File: config.mk
export PLATFORM = sky130hd
export DESIGN_NAME = cpc_pi_mailbox
export DESIGN_NICKNAME = d
export VERILOG_FILES = /design/src/rtl/cpc_pi_pkg.sv /design/src/rtl/sync_fifo.sv /design/src/rtl/cpc_pi_mailbox.sv
export SDC_FILE = /design/constraint.sdc
export NUM_CORES = 1
export LEC_CHECK = 0
export BUFFER_PORTS_ARGS = -buffer_cell sky130_fd_sc_hd__clkbuf_2
export CORE_MARGIN = 3
export CORE_UTILIZATION = 55
export DETAILED_ROUTE_END_ITERATION = 10
export PLACE_DENSITY = 0.85
export REMOVE_ABC_BUFFERS = 1
export SYNTH_ARGS = -nofsm -noshare
export SYNTH_HDL_FRONTEND = slang
export SYNTH_HIERARCHICAL = 1
export SYNTH_SLANG_ARGS = --single-unit
File: constraint.sdc
create_clock -name CLK -period 4.9 [get_ports CLK]
set_clock_uncertainty 0.1 [all_clocks]
set_input_delay 0.735 -clock CLK [delete_from_list [all_inputs] [get_ports CLK]]
set_output_delay 0.735 -clock CLK [all_outputs]
set_load 0.03 [all_outputs]
File: src/rtl/cpc_pi_pkg.sv
// cpc_pi_pkg: shared port offsets, register bit positions and Pi handshake states
package cpc_pi_pkg;
  localparam logic [15:0] DATA_OFS = 16'd0;
  localparam logic [15:0] CTRL_OFS = 16'd1;
  localparam int ST_RX_AVAIL = 0;
  localparam int ST_TX_FULL = 1;
  localparam int ST_TX_EMPTY = 2;
  localparam int ST_RX_FULL = 3;
  localparam int ST_INT_ENA = 4;
  localparam int ST_TX_OVF = 7;
  localparam int CT_INT_ENA = 0;
  localparam int CT_TX_FLUSH = 6;
  localparam int CT_OVF_CLR = 7;
  typedef enum logic [1:0] {S_DRAIN, S_IDLE, S_WAIT, S_ACK} pi_state_t;
endpackage

File: src/rtl/sync_fifo.sv
// sync_fifo: show-ahead single-clock FIFO with push, pop, flush and occupancy count
module sync_fifo #(
  parameter int WIDTH = 8,
  parameter int DEPTH_LOG2 = 4
) (
  input  logic                  clk,
  input  logic                  rst_b,
  input  logic                  push,
  input  logic                  pop,
  input  logic                  flush,
  input  logic [WIDTH-1:0]      din,
  output logic [WIDTH-1:0]      dout,
  output logic                  full,
  output logic                  empty,
  output logic [DEPTH_LOG2:0]   count
);
  logic [WIDTH-1:0] mem [2**DEPTH_LOG2];
  logic [DEPTH_LOG2-1:0] wp, rp;
  logic do_push, do_pop;
  assign full = count[DEPTH_LOG2];
  assign empty = count == '0;
  assign do_pop = pop & ~empty;
  assign do_push = push & (~full | do_pop);
  assign dout = mem[rp];
  always_ff @(posedge clk)
    if (do_push) mem[wp] <= din;
  always_ff @(posedge clk)
    if (!rst_b || flush) begin
      wp <= '0;
      rp <= '0;
      count <= '0;
    end else begin
      if (do_push) wp <= wp + 1'b1;
      if (do_pop) rp <= rp + 1'b1;
      count <= count + (DEPTH_LOG2+1)'(do_push) - (DEPTH_LOG2+1)'(do_pop);
    end
endmodule

File: src/rtl/cpc_pi_mailbox.sv
// cpc_pi_mailbox: buffered byte mailbox between the CPC Z80 I/O bus and a Pi REQ/ACK port
module cpc_pi_mailbox
  import cpc_pi_pkg::*;
#(
  parameter logic [15:0] IO_BASE = 16'hFD80,
  parameter int DEPTH_LOG2 = 4,
  parameter bit INT_EN = 1'b1
) (
  input  logic        CLK,
  input  logic        RESET_B,
  input  logic [15:0] cpu_addr,
  input  logic [7:0]  cpu_din,
  output logic [7:0]  cpu_dout,
  output logic        cpu_doe,
  input  logic        iorq_b,
  input  logic        rd_b,
  input  logic        wr_b,
  input  logic        m1_b,
  output logic        int_oe,
  input  logic [7:0]  pi_din,
  output logic [7:0]  pi_dout,
  output logic        pi_doe,
  input  logic        pi_req,
  input  logic        pi_dir,
  output logic        pi_ack
);
  pi_state_t state, state_n;
  logic io_cyc, sel_data, sel_ctrl, rd_data, rd_any, wr_any, wr_rise;
  logic wr_q, rd_q, rd_ne, tx_ovf, int_ena;
  logic tx_push, tx_pop_pi, tx_flush, rx_push_pi, rx_pop_cpu, ctrl_wr, load;
  logic tx_full, tx_empty, rx_full, rx_empty, rx_avail;
  logic [7:0] tx_head, rx_head, status;
  logic [DEPTH_LOG2:0] tx_cnt, rx_cnt;
  logic req_m, req_s, dir_m, dir_s, dir_l;
  logic [1:0] vld;
  assign io_cyc = !iorq_b & m1_b;
  assign sel_data = io_cyc & (cpu_addr == IO_BASE + DATA_OFS);
  assign sel_ctrl = io_cyc & (cpu_addr == IO_BASE + CTRL_OFS);
  assign rd_data = sel_data & !rd_b;
  assign rd_any = (sel_data | sel_ctrl) & !rd_b;
  assign wr_any = (sel_data | sel_ctrl) & !wr_b;
  assign wr_rise = wr_any & !wr_q;
  assign tx_push = wr_rise & sel_data;
  assign ctrl_wr = wr_rise & sel_ctrl;
  assign tx_flush = ctrl_wr & cpu_din[CT_TX_FLUSH];
  assign rx_pop_cpu = rd_q & !rd_data & rd_ne;
  assign rx_avail = |rx_cnt;
  assign int_oe = INT_EN & int_ena & rx_avail;
  assign cpu_doe = RESET_B & rd_any;
  assign cpu_dout = !cpu_doe ? 8'hFF : rd_data ? (rx_empty ? 8'hFF : rx_head) : status;
  assign pi_ack = state == S_ACK;
  always_comb begin
    status = '0;
    status[ST_TX_OVF] = tx_ovf;
    status[ST_INT_ENA] = int_ena;
    status[ST_RX_FULL] = rx_cnt[DEPTH_LOG2];
    status[ST_TX_EMPTY] = tx_cnt == '0;
    status[ST_TX_FULL] = tx_cnt[DEPTH_LOG2];
    status[ST_RX_AVAIL] = rx_avail;
  end
  sync_fifo #(.WIDTH(8), .DEPTH_LOG2(DEPTH_LOG2)) tx_fifo (
    .clk(CLK), .rst_b(RESET_B), .push(tx_push), .pop(tx_pop_pi), .flush(tx_flush),
    .din(cpu_din), .dout(tx_head), .full(tx_full), .empty(tx_empty), .count(tx_cnt)
  );
  sync_fifo #(.WIDTH(8), .DEPTH_LOG2(DEPTH_LOG2)) rx_fifo (
    .clk(CLK), .rst_b(RESET_B), .push(rx_push_pi), .pop(rx_pop_cpu), .flush(1'b0),
    .din(pi_din), .dout(rx_head), .full(rx_full), .empty(rx_empty), .count(rx_cnt)
  );
  always_ff @(posedge CLK)
    if (!RESET_B) begin
      wr_q <= 1'b0;
      rd_q <= 1'b0;
      rd_ne <= 1'b0;
      tx_ovf <= 1'b0;
      int_ena <= 1'b0;
    end else begin
      wr_q <= wr_any;
      rd_q <= rd_data;
      rd_ne <= rd_data & !rx_empty;
      if (ctrl_wr) int_ena <= cpu_din[CT_INT_ENA];
      if (ctrl_wr && cpu_din[CT_OVF_CLR]) tx_ovf <= 1'b0;
      else if (tx_push && tx_full && !tx_pop_pi) tx_ovf <= 1'b1;
    end
  always_ff @(posedge CLK)
    if (!RESET_B) begin
      state <= S_DRAIN;
      vld <= '0;
      req_m <= 1'b0;
      req_s <= 1'b0;
      dir_m <= 1'b0;
      dir_s <= 1'b0;
      dir_l <= 1'b0;
      pi_dout <= '0;
      pi_doe <= 1'b0;
    end else begin
      state <= state_n;
      vld <= {vld[0], 1'b1};
      req_m <= pi_req;
      req_s <= req_m;
      dir_m <= pi_dir;
      dir_s <= dir_m;
      if (state == S_IDLE && req_s) dir_l <= dir_s;
      if (load) begin
        pi_dout <= tx_head;
        pi_doe <= 1'b1;
      end else if (state == S_ACK && !req_s) pi_doe <= 1'b0;
    end
  always_comb begin
    state_n = state;
    rx_push_pi = 1'b0;
    tx_pop_pi = 1'b0;
    load = 1'b0;
    case (state)
      S_DRAIN: if (vld[1] && !req_s) state_n = S_IDLE;
      S_IDLE: if (req_s) state_n = S_WAIT;
      S_WAIT:
        if (!req_s) state_n = S_IDLE;
        else if (!dir_l && !rx_full) begin
          rx_push_pi = 1'b1;
          state_n = S_ACK;
        end else if (dir_l && !tx_empty) begin
          load = 1'b1;
          state_n = S_ACK;
        end
      S_ACK:
        if (!req_s) begin
          tx_pop_pi = dir_l & !tx_empty;
          state_n = S_IDLE;
        end
      default: state_n = S_DRAIN;
    endcase
  end
endmodule

== After elaboration in Yosys (flattened, before gate mapping) ==
Memory sizes are Yosys's and may differ from the RTL's. A register that Yosys moved wholly into a read port is not among the register bits.
Index checks and enable logic that the tools add are counted.

* RAM bits: 256
* Output and inout port bits: 20
* Bits in registers: 41
* Word-level logic and storage cells: 124
* Input port bits: 40
* ROM bits: 0
* Memories: 2
* Bits in latches: 0

* Reduce and logical (&&, ||, !) cells: 29
* Equality and inequality tests: 9
* Bitwise logic cells: 28
* Shift operators: 0
* $add $sub $neg: 8
* Multiply operators: 0
* Order comparisons: 0
* Muxes and demuxes: 28
* Div/mod/pow operators: 0

{| class="wikitable"
|+ Memory list
! name !! depth !! width !! read ports !! clocked after memory_dff !! wr ports !! RTL line !! text
|-
| rx_fifo.mem || 16 || 8 || 1 || 1 || 1 || sync_fifo.sv:17 || <nowiki>logic [WIDTH-1:0] mem [2**DEPTH_LOG2];</nowiki>
|-
| tx_fifo.mem || 16 || 8 || 1 || 1 || 1 || sync_fifo.sv:17 ||
|}

{| class="wikitable"
|+ Operator list
! cell !! count
|-
| 16-bit == test (second input constant) || 2
|-
| 8-bit two-way mux || 3
|-
| 1-bit bitwise AND || 20
|-
| 4-bit by 1-bit adder with 4-bit output (second input constant) || 4
|-
| 1-bit two-way mux || 16
|-
| 1-bit logical NOT || 13
|-
| 2-bit two-way mux || 6
|-
| 5-bit by 1-bit adder with 5-bit output || 2
|-
| 5-bit logical NOT || 2
|-
| 5-bit by 1-bit subtractor with 5-bit output || 2
|-
| 1-bit logical AND || 8
|-
| 4-bit two-way mux || 2
|-
| 2-bit one-hot mux with 4 select lines || 1
|-
| 2-bit != test (second input constant) || 3
|-
| 1-bit NOT || 5
|-
| 5-bit OR reduction || 1
|-
| 2-bit == test (second input constant) || 2
|-
| 4-bit != test (second input constant) || 1
|-
| 4-bit AND reduction || 1
|-
| 1-bit OR || 3
|-
| 2-bit by 1-bit == test with 1-bit output (second input constant) || 1
|-
| 2-bit logical NOT || 1
|-
| 2-bit nonzero test || 1
|-
| 2-bit OR reduction || 1
|-
| 1-bit logical OR || 1
|}

== Logic depth before layout (Yosys ltp) ==
Gate-level depths: netlist (run 1).

* Depth after elaboration: 12
* Gate-level depth with buffers: 17
* Mapped depth without buffers: 16

== Cells and area by module ==
Netlist (run 1), hierarchy kept.

{| class="wikitable"
|+ Modules (own cells, without submodules)
! module !! area an instance (µm²) !! cells an instance !! instances
|-
| sync_fifo || 5,813.1 || 306 || 2
|-
| cpc_pi_mailbox || 1,203.7 || 146 || 1
|}

== Least setup slack after synthesis (run 1) ==
No wires, ideal clock.

* Kind: input to register
* From: in cpu_addr[3]
* To: reg tx_fifo.count[4]
* Setup slack: 1.047 ns
* Path buffers: 1
* Stages: 14
* Arrival time: 3.683 ns
* Cells stage by stage: nor4_4 -> nand3_4 -> or2_1 -> buf_2 -> nor4_1 -> o21ai_2 -> ha_1 -> inv_1 -> ha_1 -> fa_1 -> a21oi_1 -> nor2_1 -> or3_1 -> a21oi_1

* Cells in the longest elaborated chain, start to end: 9
* Elaborated cells between the ends (all ways): 14
* Classes of those cells: add/sub: 2; eq/ne: 2; bitwise: 9; reduce/logical: 1

{| class="wikitable"
|+ RTL lines
! element !! RTL line !! text
|-
| from (decl) || cpc_pi_mailbox.sv:11 || <nowiki>input logic [15:0] cpu_addr,</nowiki>
|-
| 16-bit == test, on equally long branches || cpc_pi_mailbox.sv:37, cpc_pi_mailbox.sv:38 ||
|-
| 1-bit bitwise AND, on equally long branches || cpc_pi_mailbox.sv:37, cpc_pi_mailbox.sv:38 ||
|-
| 1-bit OR || cpc_pi_mailbox.sv:41 || <nowiki>assign wr_any = (sel_data | sel_ctrl) & !wr_b;</nowiki>
|-
| 1-bit bitwise AND || cpc_pi_mailbox.sv:41 ||
|-
| 1-bit bitwise AND || cpc_pi_mailbox.sv:42 || <nowiki>assign wr_rise = wr_any & !wr_q;</nowiki>
|-
| 1-bit bitwise AND * || cpc_pi_mailbox.sv:43 || <nowiki>assign tx_push = wr_rise & sel_data;</nowiki>
|-
| net tx_push || cpc_pi_mailbox.sv:30 || <nowiki>logic tx_push, tx_pop_pi, tx_flush, rx_push_pi, rx_pop_cpu, ctrl_wr, load;</nowiki>
|-
| 1-bit bitwise AND * || sync_fifo.sv:23 || <nowiki>assign do_push = push & (~full | do_pop);</nowiki>
|-
| 5-bit by 1-bit adder with 5-bit output * || sync_fifo.sv:35 || <nowiki>count <= count + (DEPTH_LOG2+1)'(do_push) - (DEPTH_LOG2+1)'(do_pop);</nowiki>
|-
| 5-bit by 1-bit subtractor with 5-bit output * || sync_fifo.sv:35 ||
|-
| to (signal assigned) || sync_fifo.sv:35 ||
|-
| to (decl) || sync_fifo.sv:15 || <nowiki>output logic [DEPTH_LOG2:0] count</nowiki>
|}

The timed path passes the listed nets; every way through them passes the cells marked *.
A chain may end at the register's enable or synchronous reset.

==> results.sh, run 1 <==
export IMPL_yosys_area_share_simple_pct=7.82
export IMPL_finalCriticalPeriod_ns=4.11
export IMPL_status="complete, no violations"
export IMPL_final_cell_mix="256 x edfxtp_1, 59 x clkbuf_2, 54 x dfxtp_1"
export IMPL_finalSetupViolCount=0
export IMPL_ant_nets=0
export IMPL_drive_gt1_share_pct=17.9
export IMPL_clk_insertion_delay_late_ns=0.54
export IMPL_first_pass_iters=5
export IMPL_fill_cells=1587
export IMPL_synth_top_family_by_area="multiplexers"
export IMPL_vias_per_cell=5.92
export IMPL_switching_power_w=0.000996
export IMPL_grt_usage_pct=19.8
export IMPL_worstSetupStartpointType="flip-flop"
export IMPL_start_util_pct=56.3
export IMPL_drv_cap=0
export IMPL_post_cts_buffers=0
export IMPL_antenna_found_initial=0
export IMPL_syn_instance_count=758
export IMPL_cts_buffers=31
export IMPL_yosysWarnings=6
export IMPL_p_leak_nw=4.77
export IMPL_rows=55
export IMPL_drt_initial_drc_count=592
export IMPL_drc=0
export IMPL_core_area_um2=22800
export IMPL_timing_slew_headroom_pct=27.0
export IMPL_ys_types=51
export IMPL_p_comb_share_pct=2.2
export IMPL_slew_violations=0
export IMPL_hold_viol=0
export IMPL_period_share_pct=83.8
export IMPL_io_buffers=59
export IMPL_area_delta_synth_final_pct=10.9
export IMPL_power_frac_seq_pct=56.3
export IMPL_wl_um=24800
export IMPL_postCtsResizedCells=0
export IMPL_synthAdderAreaFrac_pct=2.95
export IMPL_clkTransAtPathRegs_ns=0.06
export IMPL_root_buffer="clkbuf_16"
export IMPL_ir_drop_v=0.000278
export IMPL_grt_first_pass_wirelength_um=38900
export IMPL_place_gp_congestion=0.817
export IMPL_netSwitchingFraction_pct=19.4
export IMPL_io_pins=60
export IMPL_grt_overflow_total=0
export IMPL_hold_class="in2reg"
export IMPL_critical_path_arrival_ns=3.27
export IMPL_mostFrequentLayoutCell="edfxtp_1"
export IMPL_rsz0062_at_grt="no"
export IMPL_yosysSeqAreaShare_pct=68.8
export IMPL_synth_compound_area_share_pct=3.95
export IMPL_dp_hpwl_um=15900
export IMPL_p_int_w=0.00413
export IMPL_cts_tree="done"
export IMPL_tightest_slew_ns=1.09
export IMPL_power_share_clock_pct=41.5
export IMPL_path_max_fanout=23
export IMPL_antenna_cells=0
export IMPL_grt_max_degree=33
export IMPL_synthArstFlopShare_pct=0
export IMPL_end_kind="output pin"
export IMPL_fin_hold_ws_ns=0.306
export IMPL_required_ns=4.07
export IMPL_die_h_um=159
export IMPL_synth_main_ff_cell="edfxtp_1"
export IMPL_p_per_area_nw_per_um2=360
export IMPL_die_area_um2=25200
export IMPL_avgSynthCellArea_um2=16.9
export IMPL_path_class="reg2out"
export IMPL_dr_total_vias=6848
export IMPL_synth_xor_area_share_pct=1.23
export IMPL_cts_buffer_depth=3
export IMPL_h_tree_depth=1
export IMPL_synth_cell_area_um2=12800
export IMPL_holdBufCountCts=0
export IMPL_nNetsFinal=889
export IMPL_setup_tns_final_ns=0
export IMPL_ys_ff_latch=313
export IMPL_synthMuxAreaShare_pct=12.4
export IMPL_grt_pass1_vias=6883
export IMPL_chipWidth_um=159
export IMPL_wl_per_cell_um=21.5
export IMPL_clkSinkCount=313
export IMPL_fmax_mhz=243
export IMPL_synth_edf_count=256
-- cells by family (layout without fill, tap and decap cells) --
| logic type | count (synthesis) | count (layout) |
|---|---|---|
| muxes | 69 | 69 |
| DFF | 313 | 313 |
| adders and majority gates | 29 | 29 |
| xor gates and xnor gates | 18 | 18 |
| AOI/OAI and AO/OA | 76 | 76 |
| other | 1 | 1 |
| and+or+nand+nor | 185 | 185 |
| buffers and inverters | 67 | 152 |
-- metal layers --
| layer | vias to the layer above | global-route usage [%] | part of all wire, % |
|---|---|---|---|
| met5 | - | 0 | 0 |
| met4 | 0 | 6.37 | 2.9 |
| met3 | 51 | 2.71 | 7.5 |
| met2 | 316 | 31.4 | 48 |
| met1 | 3413 | 28.8 | 42 |
| li1 | 3068 | - | - |
-- stage by stage --
step / power (W) / utilization [%] / cell area [um^2] / setup WS [ns] / cells
final: 0.00513 / 62.5 / 14200 / 0.792 / 1156
after global routing: 0.00529 / 62.5 / 14200 / 0.608 / 1156
after floorplan: 0.00299 / - / 12600 / 1.09 / 726
after detailed placement: 0.00305 / 58.4 / 13300 / 0.660 / 1100
after CTS: 0.00517 / 62.5 / 14200 / 0.772 / 1156
after global placement: 0.00305 / 58.4 / 13300 / 0.802 / 1100
-- state kept, by name (all words and copies together), names as in the netlist, named ones only --
name           flops
state              2
wr_q               1
int_ena            1
req_s              1
dir_m              1
dir_s              1
tx_fifo/rp         4
tx_fifo/count      5
tx_fifo/mem      128
req_m              1
vld                2
tx_ovf             1
pi_doe             1
tx_fifo/wp         4
dir_l              1
rx_fifo/wp         4
pi_dout            8
rx_fifo/rp         4
rx_fifo/count      5
rd_ne              1
rd_q               1
rx_fifo/mem      128
-- final cells by class --
cell class,instances,area (um^2),area share [%]
multi-input combinational,378,3650,25.6
clock buffer,47,866,6.08
tap,313,392,2.75
inverter,35,131,0.923
clock inverter,9,55.1,0.387
sequential,313,8830,62.1
timing repair buffer,61,310,2.18
-- final timing paths --
| path | from | end | slack, ns | depth (start not counted) |
|---|---|---|---|---|
| worst max-delay path | flip-flop | cpu_dout[4] | 0.79 | 7 |
| worst min-delay path | pi_req | req_m$_SDFF_PN0_ | 0.31 | 2 |
| worst max register to register | tx_fifo/count[3]$_SDFF_PP0_ | tx_fifo/count[4]$_SDFF_PP0_ | 1.08 | 15 |
| worst min register to register | dir_m$_SDFF_PN0_ | dir_s$_SDFF_PN0_ | 0.34 | 1 |
-- cell usage after synthesis, types with 2 or more instances --
cell type	count	area [um^2]
mux2i_1	5	50.1
o21ai_2	2	17.5
clkdlybuf4s25_2	6	60.1
xnor2_1	10	87.6
inv_1	35	131
o21ai_0	8	40.0
ha_1	27	338
o211ai_1	4	30.0
or3_1	2	12.5
xor2_1	8	70.1
mux4_2	36	811
buf_1	2	7.51
dfxtp_1	57	1140
or4_1	3	22.5
or4b_1	2	20.0
nor2b_1	2	12.5
nor2_1	40	150
nor4_1	3	18.8
edfxtp_1	256	7690
and2_1	39	244
nand2b_1	6	37.5
buf_6	6	67.6
a21oi_1	20	100
buf_4	4	30.0
a22oi_1	32	240
clkbuf_1	9	33.8
a21o_1	2	15.0
nor4_4	2	42.5
mux4_1	28	736
buf_2	5	25.0
nand2_1	43	161
fa_1	2	40.0
nand3_1	8	40.0
and3_1	4	25.0
o31ai_1	3	22.5
nor3_1	19	95.1
o211a_1	2	20.0
or2_2	2	12.5
and2b_1	2	15.0
-- critical path, stage by stage, from the launching register on --
cell and delay (ns):
dfxtp_2 0.83, buf_4 0.36, mux4_1 0.60, a22oi_1 0.20, nand2_1 0.15, nor3_1 0.23, o21ai_0 0.13, clkbuf_2 0.23
-- power by group through the flow --
stage | Sequential (W) | Clock, W | Combinational [W]
after floorplan | 0.00294 | 0 | 0.0000488
after global placement | 0.00294 | 0 | 0.000102
after detailed placement | 0.00294 | 0 | 0.000108
after CTS | 0.00289 | 0.00217 | 0.000112
after global routing | 0.00289 | 0.00227 | 0.000127
final | 0.00289 | 0.00213 | 0.000112
(Power assumes the default switching activity.)
==> run 2: changes to the inputs <==
clock period = 3.88 ns   (was 4.9 ns; I/O delays follow)
==> run 2 against run 1 <==
Non-clock buffer count increased by 9. Register-to-register slack worse by 0.68 ns. Sequential cell count unchanged. First-iteration DRC count is 9.3% higher. Clock power rose by 28%. Global-route usage up 0.76 points. Largest power group unchanged.
==> results.sh, run 2 (synthesis gave the netlist of run 1 again) <==
export IMPL_status="complete, no violations"
export IMPL_tightest_slew_ns=0.945
export IMPL_cts_buffer_depth=3
export IMPL_drc=0
export IMPL_h_tree_depth=1
export IMPL_place_gp_congestion=0.816
export IMPL_clkTransAtPathRegs_ns=0.06
export IMPL_start_util_pct=56.3
export IMPL_clk_insertion_delay_late_ns=0.54
export IMPL_timing_slew_headroom_pct=36.9
export IMPL_antenna_cells=0
export IMPL_core_area_um2=22800
export IMPL_grt_max_degree=33
export IMPL_nNetsFinal=897
export IMPL_fmax_mhz=282
export IMPL_root_buffer="clkbuf_16"
export IMPL_ff2ff_path_depth=16
export IMPL_chipWidth_um=159
export IMPL_wl_um=25700
export IMPL_timing_final_ws_setup_ns=0.340
export IMPL_fin_hold_ws_ns=0.165
export IMPL_postCtsResizedCells=0
export IMPL_hp_start="wr_b"
export IMPL_hold_depth=2
export IMPL_clkSinkCount=313
export IMPL_routed_top_layer="met4"
export IMPL_required_ns=3.20
export IMPL_ir_drop_v=0.000434
export IMPL_p_per_area_nw_per_um2=454
export IMPL_p_leak_nw=4.84
export IMPL_critical_path_arrival_ns=2.86
export IMPL_drv_cap=0
export IMPL_met3RoutedLength_um=2190
export IMPL_wl_per_cell_um=22.1
export IMPL_dp_hpwl_um=16200
export IMPL_antenna_found_initial=0
export IMPL_dp_slack_ns=0.0784
export IMPL_worstSetupStartpointType="flip-flop"
export IMPL_drive_gt1_share_pct=18.5
export IMPL_cts_tree="done"
export IMPL_end_kind="output pin"
export IMPL_grt_pass1_vias=7070
export IMPL_slew_violations=0
export IMPL_hold_class="in2reg"
export IMPL_final_cell_mix="256 x edfxtp_1, 60 x clkbuf_2, 54 x dfxtp_1"
export IMPL_io_pins=60
export IMPL_holdBufCountCts=0
export IMPL_r2r_start="tx_fifo/count[2]$_SDFF_PP0_"
export IMPL_path_class="reg2out"
export IMPL_ant_nets=0
export IMPL_finalSetupViolCount=0
export IMPL_reg_top3="rx_fifo/mem (128), tx_fifo/mem (128), pi_dout (8)"
export IMPL_grt_first_pass_wirelength_um=40400
export IMPL_io_buffers=59
export IMPL_wl_met2_um=12100
export IMPL_rsz0062_at_grt="no"
export IMPL_path_max_fanout=17
export IMPL_first_pass_iters=6
export IMPL_mostFrequentLayoutCell="edfxtp_1"
export IMPL_dr_total_vias=6908
export IMPL_grt_usage_pct=20.5
export IMPL_cts_buffers=30
export IMPL_total_power_w=0.00652
export IMPL_die_h_um=159
export IMPL_vias_per_cell=5.93
export IMPL_hold_path_end="wr_q$_SDFF_PN0_"
export IMPL_period_share_pct=91.2
export IMPL_rr_endpoint="tx_fifo/count[4]$_SDFF_PP0_"
export IMPL_wl_met1_um=10900
export IMPL_reg2reg_slack_ns=0.40
export IMPL_finalCriticalPeriod_ns=3.54
export IMPL_fill_cells=1521
export IMPL_area_delta_synth_final_pct=11.8
export IMPL_post_cts_buffers=0
export IMPL_drt_initial_drc_count=647
export IMPL_rows=55
export IMPL_setup_tns_final_ns=0
export IMPL_hold_viol=0
export IMPL_die_area_um2=25200
export IMPL_grt_overflow_total=0
-- run 2: cell types whose count changed in the layout (fill, tap and decap cells not counted), moves of 2 or more --
cell        change
buf_12          +2
buf_4           +7
clkinv_2        -2
clkinvlp_4      -2
inv_1           +2
-- run 2: worst max-delay path by stage --
| stage | to | slack, ns |
|---|---|---|
| 2_1_floorplan | tx_fifo/count[4]$_SDFF_PP0_ | 0.22 |
| 3_3_place_gp | rx_fifo/count[4]$_SDFF_PP0_ | 0.21 |
| 3_5_place_dp | rx_fifo/count[4]$_SDFF_PP0_ | 0.08 |
| 4_1_cts | cpu_dout[4] | 0.14 |
| 5_1_grt | tx_fifo/count[4]$_SDFF_PP0_ | 0.12 |
| 6_report | cpu_dout[2] | 0.34 |
-- run 2: layer usage --
metal | global-route usage (%) | vias to the layer above
met4 | 5.65 | 0
met3 | 3.63 | 47
met5 | 0 | -
met1 | 30.3 | 3457
li1 | - | 3084
met2 | 32.1 | 320
-- run 2: metrics by stage --
step,instances,area (um^2),util [%]
3_3_place_gp,1109,13400,58.8
4_1_cts,1165,14300,62.9
2_1_floorplan,726,12600,-
5_1_grt,1165,14300,62.9
6_report,1165,14300,62.9
3_5_place_dp,1109,13400,58.8
-- run 2: cell type report --
class	count	area [um^2]	area share (%)
flip-flops and latches	313	8830	61.6
multi-input cells	378	3650	25.4
clock buffers	49	896	6.25
repair buffers	70	403	2.81
well taps	313	392	2.73
inverters	35	131	0.916
clock inverters	7	35.0	0.244
-- run 2: critical path, cell delays in order (launching register included) --
cell and delay, ns:
dfxtp_4 0.58, mux4_1 0.60, a22oi_1 0.35, nand2_1 0.17, nor3_1 0.23, o21ai_0 0.14
clkbuf_2 0.23
-- run 2: power by group --
group / leakage [nW] / total, W / switching [W] / internal, W
sequential: 2.76 / 0.00365 / 0.0000129 / 0.00364
clock: 0.463 / 0.00272 / 0.00115 / 0.00157
combinational: 1.62 / 0.000145 / 0.0000975 / 0.0000472
